### src/rtl/steer_en_sm_if.sv
// steer_en_sm_if -- load-cell sample bus and steering-enable outputs.
//   ld_vld      : one-cycle strobe, lft_ld/rght_ld valid this cycle
//   lft_ld      : left load-cell reading, 12-bit unsigned
//   rght_ld     : right load-cell reading, 12-bit unsigned
//   en_steer    : steering enable to balance_cntrl (registered)
//   rider_off   : no rider present (registered, hysteresis)
//   steer_state : current FSM state, 00 IDLE / 01 WAIT / 10 STEER_EN
// master: sample producer / output consumer; slave: steer_en_sm.
interface steer_en_sm_if;
  logic        ld_vld;
  logic [11:0] lft_ld;
  logic [11:0] rght_ld;
  logic        en_steer;
  logic        rider_off;
  logic [1:0]  steer_state;

  modport master (
    output ld_vld, lft_ld, rght_ld,
    input  en_steer, rider_off, steer_state
  );

  modport slave (
    input  ld_vld, lft_ld, rght_ld,
    output en_steer, rider_off, steer_state
  );
endinterface

### src/rtl/steer_en_sm.sv
// steer_en_sm -- rider-presence and steering-enable sequencer.
// Captures left/right load-cell samples, applies weight hysteresis and a
// settle timer, and drives rider_off / en_steer into balance_cntrl.
// Ports:
//   clk   : system clock
//   rst_n : asynchronous active-low reset
//   bus   : steer_en_sm_if.slave (ld_vld, lft_ld, rght_ld in;
//           en_steer, rider_off, steer_state out)
// Parameters: FAST_SIM (1 -> 15-bit settle timer, 0 -> 26-bit),
//             MIN_RIDER_WT, WT_HYSTERESIS.
// Optional feature macro: RIDER_OFF_FILTER_EN -- rider_off and the FSM exit
// to IDLE require 4 consecutive light samples instead of one.
module steer_en_sm #(
  parameter bit          FAST_SIM      = 1'b1,
  parameter logic [11:0] MIN_RIDER_WT  = 12'h200,
  parameter logic [11:0] WT_HYSTERESIS = 12'h040
) (
  input  logic         clk,
  input  logic         rst_n,
  steer_en_sm_if.slave bus
);

  localparam int unsigned TMR_W = FAST_SIM ? 15 : 26;
  localparam logic [12:0] THR_HI = {1'b0, MIN_RIDER_WT} + {1'b0, WT_HYSTERESIS};
  localparam logic [12:0] THR_LO = {1'b0, MIN_RIDER_WT} - {1'b0, WT_HYSTERESIS};

  typedef enum logic [1:0] {
    IDLE     = 2'b00,
    WAIT     = 2'b01,
    STEER_EN = 2'b10
  } state_e;

  state_e             state_q, state_d;
  logic [TMR_W-1:0]   tmr_q, tmr_d;
  logic [11:0]        lft_q, rght_q;
  logic               en_steer_q, en_steer_d;
  logic               rider_off_q, rider_off_d;

  logic [12:0]        sum, diff;
  logic               sum_gt_min, sum_lt_min;
  logic               diff_gt_1_4, diff_gt_15_16;
  logic               tmr_full;
  logic               off_cond;

  // Sample stage: all decisions use the held sample, one clock after ld_vld.
  always_ff @(posedge clk or negedge rst_n) begin
    if (!rst_n) begin
      lft_q  <= '0;
      rght_q <= '0;
    end else if (bus.ld_vld) begin
      lft_q  <= bus.lft_ld;
      rght_q <= bus.rght_ld;
    end
  end

  always_comb begin
    sum           = {1'b0, lft_q} + {1'b0, rght_q};
    diff          = (lft_q >= rght_q) ? ({1'b0, lft_q} - {1'b0, rght_q})
                                      : ({1'b0, rght_q} - {1'b0, lft_q});
    sum_gt_min    = sum > THR_HI;
    sum_lt_min    = sum < THR_LO;
    diff_gt_1_4   = diff > (sum >> 2);
    diff_gt_15_16 = diff > (sum - (sum >> 4));
    tmr_full      = &tmr_q;
  end

`ifdef RIDER_OFF_FILTER_EN
  // lt_cnt_q counts consecutive light samples *preceding* the one now held
  // (saturating at 3); it is advanced from the outgoing sample when a new
  // strobe arrives. The held sample is therefore the 4th light one exactly
  // when lt_cnt_q == 3 and it is itself light. smp_seen_q keeps the reset
  // contents of lft_q/rght_q from counting as a sample.
  logic [1:0] lt_cnt_q;
  logic       smp_seen_q;

  always_ff @(posedge clk or negedge rst_n) begin
    if (!rst_n) begin
      lt_cnt_q   <= '0;
      smp_seen_q <= 1'b0;
    end else if (bus.ld_vld) begin
      smp_seen_q <= 1'b1;
      if (smp_seen_q && sum_lt_min)
        lt_cnt_q <= (lt_cnt_q == 2'd3) ? 2'd3 : lt_cnt_q + 2'd1;
      else
        lt_cnt_q <= '0;
    end
  end

  assign off_cond = sum_lt_min && (lt_cnt_q == 2'd3);
`else
  assign off_cond = sum_lt_min;
`endif

  // State register
  always_ff @(posedge clk or negedge rst_n) begin
    if (!rst_n) begin
      state_q     <= IDLE;
      tmr_q       <= '0;
      en_steer_q  <= 1'b0;
      rider_off_q <= 1'b1;
    end else begin
      state_q     <= state_d;
      tmr_q       <= tmr_d;
      en_steer_q  <= en_steer_d;
      rider_off_q <= rider_off_d;
    end
  end

  // Next-state; timer defaults to 0, so it is cleared on WAIT entry and
  // held at 0 everywhere outside WAIT.
  always_comb begin
    state_d = state_q;
    tmr_d   = '0;
    unique case (state_q)
      IDLE: begin
        if (sum_gt_min) state_d = WAIT;
      end
      WAIT: begin
        if (off_cond)         state_d = IDLE;
        else if (diff_gt_1_4) state_d = WAIT;
        else if (tmr_full)    state_d = STEER_EN;
        else                  tmr_d   = tmr_q + TMR_W'(1);
      end
      STEER_EN: begin
        if (off_cond)           state_d = IDLE;
        else if (diff_gt_15_16) state_d = WAIT;
      end
      default: state_d = IDLE;
    endcase
  end

  // Outputs (registered on the same edge as the state)
  always_comb begin
    en_steer_d  = (state_d == STEER_EN);
    rider_off_d = rider_off_q;
    if (off_cond)        rider_off_d = 1'b1;
    else if (sum_gt_min) rider_off_d = 1'b0;
  end

  assign bus.en_steer    = en_steer_q;
  assign bus.rider_off   = rider_off_q;
  assign bus.steer_state = state_q;

endmodule

### src/flat_wrapper.sv
// flat-port wrapper written by rule: the top's interface ports become plain ports
module steer_en_sm_flat 
#(
  parameter bit          FAST_SIM      = 1'b1,
  parameter logic [11:0] MIN_RIDER_WT  = 12'h200,
  parameter logic [11:0] WT_HYSTERESIS = 12'h040
)
  (clk, rst_n, bus_ld_vld, bus_lft_ld, bus_rght_ld, bus_en_steer, bus_rider_off, bus_steer_state);
  steer_en_sm_if bus_i ();
  input  logic clk;
  input  logic rst_n;
  input wire logic [$bits(bus_i.ld_vld)-1:0] bus_ld_vld;
  input wire logic [$bits(bus_i.lft_ld)-1:0] bus_lft_ld;
  input wire logic [$bits(bus_i.rght_ld)-1:0] bus_rght_ld;
  output wire logic [$bits(bus_i.en_steer)-1:0] bus_en_steer;
  output wire logic [$bits(bus_i.rider_off)-1:0] bus_rider_off;
  output wire logic [$bits(bus_i.steer_state)-1:0] bus_steer_state;
  assign bus_i.ld_vld = bus_ld_vld;
  assign bus_i.lft_ld = bus_lft_ld;
  assign bus_i.rght_ld = bus_rght_ld;
  assign bus_en_steer = bus_i.en_steer;
  assign bus_rider_off = bus_i.rider_off;
  assign bus_steer_state = bus_i.steer_state;
  steer_en_sm #(.FAST_SIM(FAST_SIM), .MIN_RIDER_WT(MIN_RIDER_WT), .WT_HYSTERESIS(WT_HYSTERESIS)) u_core (.clk(clk), .rst_n(rst_n), .bus(bus_i));
endmodule
### config.mk
export PLATFORM = sky130hd
export DESIGN_NAME = steer_en_sm_flat
export DESIGN_NICKNAME = d
export VERILOG_FILES = /design/src/rtl/steer_en_sm_if.sv /design/src/rtl/steer_en_sm.sv /design/src/flat_wrapper.sv
export SDC_FILE = /design/constraint.sdc
export NUM_CORES = 1
export LEC_CHECK = 0
export ABC_AREA = 0
export CAP_MARGIN = 20
export CORE_UTILIZATION = 40
export DETAILED_ROUTE_END_ITERATION = 8
export SETUP_SLACK_MARGIN = 0.1
export SLEW_MARGIN = 5
export SYNTH_ARGS = -nofsm -noshare
export SYNTH_HDL_FRONTEND = slang
export SYNTH_SLANG_ARGS = --single-unit
### constraint.sdc
create_clock -name clk -period 4.9 [get_ports clk]
set_clock_uncertainty 0.15 [all_clocks]
set_input_delay 0.735 -clock clk [delete_from_list [all_inputs] [get_ports clk]]
set_output_delay 0.735 -clock clk [all_outputs]
set_load 0.01 [all_outputs]
==> flow_summary_export.csv <==
group,metric,value,unit
placed_design,place_ws,-79.1,ps
grt,antenna_found_initial,0,
finish,antenna_cells,0,
grt,grt_pass1_vias,4341,
worst_setup_path,start_kind,"flip-flop",
clocking,h-tree-depth,2,
worst_setup_path,crit_chain,"ha_2 -> inv_2 -> fa_2 -> o21bai_4 -> a21oi_2 -> xnor2_2 -> inv_1 -> ha_2 -> fa_2 -> nor2b_1 -> a221o_1 -> a311oi_2 -> o21bai_1 -> buf_4 -> buf_6 -> xnor2_4 -> ha_4 -> nand4_1 -> nor4_4 -> a21oi_2 -> or4b_4 -> o21ai_1",
routing,maxUsedRoutingLayer,"met4",
synth,yosysWarnings,0,
clocking,cts_tree,"yes",
timing,period_share,94.9,%
clocking,clk_latency,290,ps
worst_setup_path,rrSetupSlack,250,ps
synth,syn_inst,585,
worst_setup_path,slowest_stage,"or4b_4",
synth,synthAdderAreaFrac,19.1,%
routing,wl_per_cell,15.2,um
finish,finalNetCount,755,
placed_design,portBuffers,30,
grt,grt_pass1_wl,20.4,mm
synth,synthSimpleGateAreaFrac,18.6,%
clocking,clock_path_buffers,2,
clocking,cts_root_buf,"clkbuf_16",
synth,synth_edf_count,0,
routing,drcViolationCount,0,
finish,nFillCells,1109,
finish,final_cell_mix,"58 x nand2_1, 52 x ha_1, 51 x buf_4",
finish,area_growth,26.9,%
die,die_h,113,um
power_and_ir_drop,vdd_ir_drop_max,0.000176,V
power_and_ir_drop,p_leak,2.78,nW
die,start_util,41.0,%
finish,stdcell_area,6230,sq um
synth,syn-num-nets,683,
synth,ys.flop_type,"dfrtp_1",
routing,viasPerCell,5.40,
worst_setup_path,slowest_delay,490,ps
clocking,cts_inserted_buffers,5,
routing,wl_met2,5.89,mm
timing,setup_violations,0,
routing,drt_iter0_drc,187,
synth,synth-compound-area-share,22.8,%
grt,grt_usage,19.8,%
worst_setup_path,ff2ff_path_depth,22,
timing,finalHoldViolCount,0,
synth,syn_area_per_cell,8.39,sq um
clocking,clock-sinks,43,
placed_design,gp_congestion,0.903,
worst_setup_path,reg2reg_to,"u_core.bus.steer_state[1]$_DFF_PN0_",
synth,synth.top_cells.by_area,"dfrtp_1 21%, ha_1 17%, xnor2_1 4.8%",
routing,vias,4344,
worst_setup_path,r2r-start,"u_core.rght_q[0]$_DFFE_PN0P_",
timing,fmax,0.215,GHz
die,dieArea,12700,sq um
grt,grt_overflow,0,
synth,synth_cell_types,79,
worst_setup_path,end_kind,"flip-flop",
worst_setup_path,cp.arrival,4710,ps
grt,grt_max_degree,49,
synth,yosys-mux-area-fraction,1.73,%
synth,synth_area,4910,sq um
status,status,"complete, no violations",
timing,relSlewSlack,64.1,%
power_and_ir_drop,power_density,450,nW/um^2
die,io_pins,31,
routing,drt_pre_antenna_iters,4,
timing,worst_slew_pin_slew,536,ps
die,core-area,12000,sq um
worst_setup_path,path_max_fanout,2,
worst_hold_path,hold_class,"in2async",
worst_setup_path,crit_type,"reg2reg",
worst_setup_path,crit_required,4960,ps
clocking,clkTransAtPathRegs,70,ps
timing,layout_min_cycle_time,4650,ps
clocking,holdBufCountCts,0,
placed_design,dpl.hpwl,9.66,mm
finish,final_common_cell,"nand2_1",
finish,final_core_util,52.1,%
routing,wl_met3,301,um
die,row_count,40,
routing,wl_met1,5.74,mm
flow_run,cap_violations,0,
routing,ant_nets,0,
timing,rsz0062_at_grt,"no",
synth,ys_ff_latch,43,
synth,netlist.area_leader.share,21.4,%
die,fp.dieW,113,um
synth,async_reset_ff_share,100,%
timing,drv_slew,0,
placed_design,postPlaceCellArea,5560,sq um
finish,drive_gt1_share,21.9,%
synth,synth_top_family_by_area,"compound AO/OA/AOI/OAI gates",
synth,ys_seq_area_share,22.0,%
synth,synth-xor-area-share,9.77,%
timing,setup_slack,249,ps
synth,synth.largest_area_cell,"dfrtp_1",
routing,wirelength,12.2,mm
layer usage:
layer	vias to the layer above	track usage [%]
met4	0	6.22
met3	20	2.41
li1	2193	-
met5	-	0
met1	2062	26.2
met2	69	33.6
power by group:
group / switching (mW) / internal, mW / leakage, nW
clock network: 0.141 / 0.254 / 0.0868
logic: 1.05 / 0.950 / 2.14
registers: 0.0235 / 0.382 / 0.548
total: 1.21 / 1.59 / 2.78
critical path, delay by kind of cell (launching register included):
kind	cells	cell delay [ps]
DFF	1	360
and+or+nand+nor	4	1110
xor gates and xnor gates	2	240
adders and majority gates	5	1380
buffers and inverters	4	380
AOI/OAI and AO/OA	7	940
area by class of cell:
type                    instances  area, sq um  share of cell area, %
flip-flops and latches         43         1080                   17.3
repair buffers                 83          709                   11.4
well taps                     147          184                   2.95
clock buffers                   6          139                   2.23
inverters                      52          195                   3.14
clock inverters                 2         35.0                  0.563
multi-input cells             472         3890                   62.4
per-stage QoR:
step	total power [mW]	TNS, ps	std cells	hold WS (ps)
final	2.80	0	805	129
after floorplan	1.62	0	585	289
after CTS	2.54	0	790	351
after global placement	2.04	0	779	334
after global routing	3.04	0	805	132
after detailed placement	2.08	-157	779	339
sequential cells by signal, indices dropped and copies added (netlist names):
name	count
u_core.bus.steer_state	2
u_core.rght_q	12
u_core.lft_q	12
u_core.bus.rider_off	1
u_core.bus.en_steer	1
u_core.tmr_q	15
cell usage after synthesis, drive strengths merged (8+ instances only):
cell and number:
xnor2 29, buf 12, xor2 15, ha 67, a31oi 8, nand2 63, nor2b 10, nand3 19
o21ai 50, nor2 38, o21bai 10, nor3 9, a21oi 36, nand2b 10, o31ai 10, a21o 11
dfrtp 42, inv 52
cells by family (layout without fill, tap and decap cells):
family / after synthesis / in the layout
buf+inv: 70 / 143
xor+xnor: 47 / 47
flops: 43 / 43
fa+ha+maj: 73 / 73
simple gates: 183 / 183
compound gates: 161 / 161
mux: 8 / 8
worst max-delay path by stage:
stage | start | end | depth (start not counted)
after floorplan | u_core.rght_q[1]$_DFFE_PN0P_ | u_core.bus.en_steer$_DFF_PN0_ | 22
after global placement | u_core.rght_q[0]$_DFFE_PN0P_ | u_core.bus.en_steer$_DFF_PN0_ | 21
after detailed placement | u_core.rght_q[0]$_DFFE_PN0P_ | u_core.bus.en_steer$_DFF_PN0_ | 21
after CTS | u_core.rght_q[0]$_DFFE_PN0P_ | u_core.bus.en_steer$_DFF_PN0_ | 23
after global routing | u_core.rght_q[0]$_DFFE_PN0P_ | u_core.bus.steer_state[1]$_DFF_PN0_ | 22
final | u_core.rght_q[0]$_DFFE_PN0P_ | u_core.bus.steer_state[1]$_DFF_PN0_ | 22
repair_timing:
| action | in CTS | in global routing |
|---|---|---|
| setup buffers | 3 | 14 |
| pin swaps | 7 | 23 |
| endpoints found under the setup margin | 2 | 3 |
| gates resized for setup | 9 | 59 |
No activity file was read; power rests on OpenSTA's default activity.
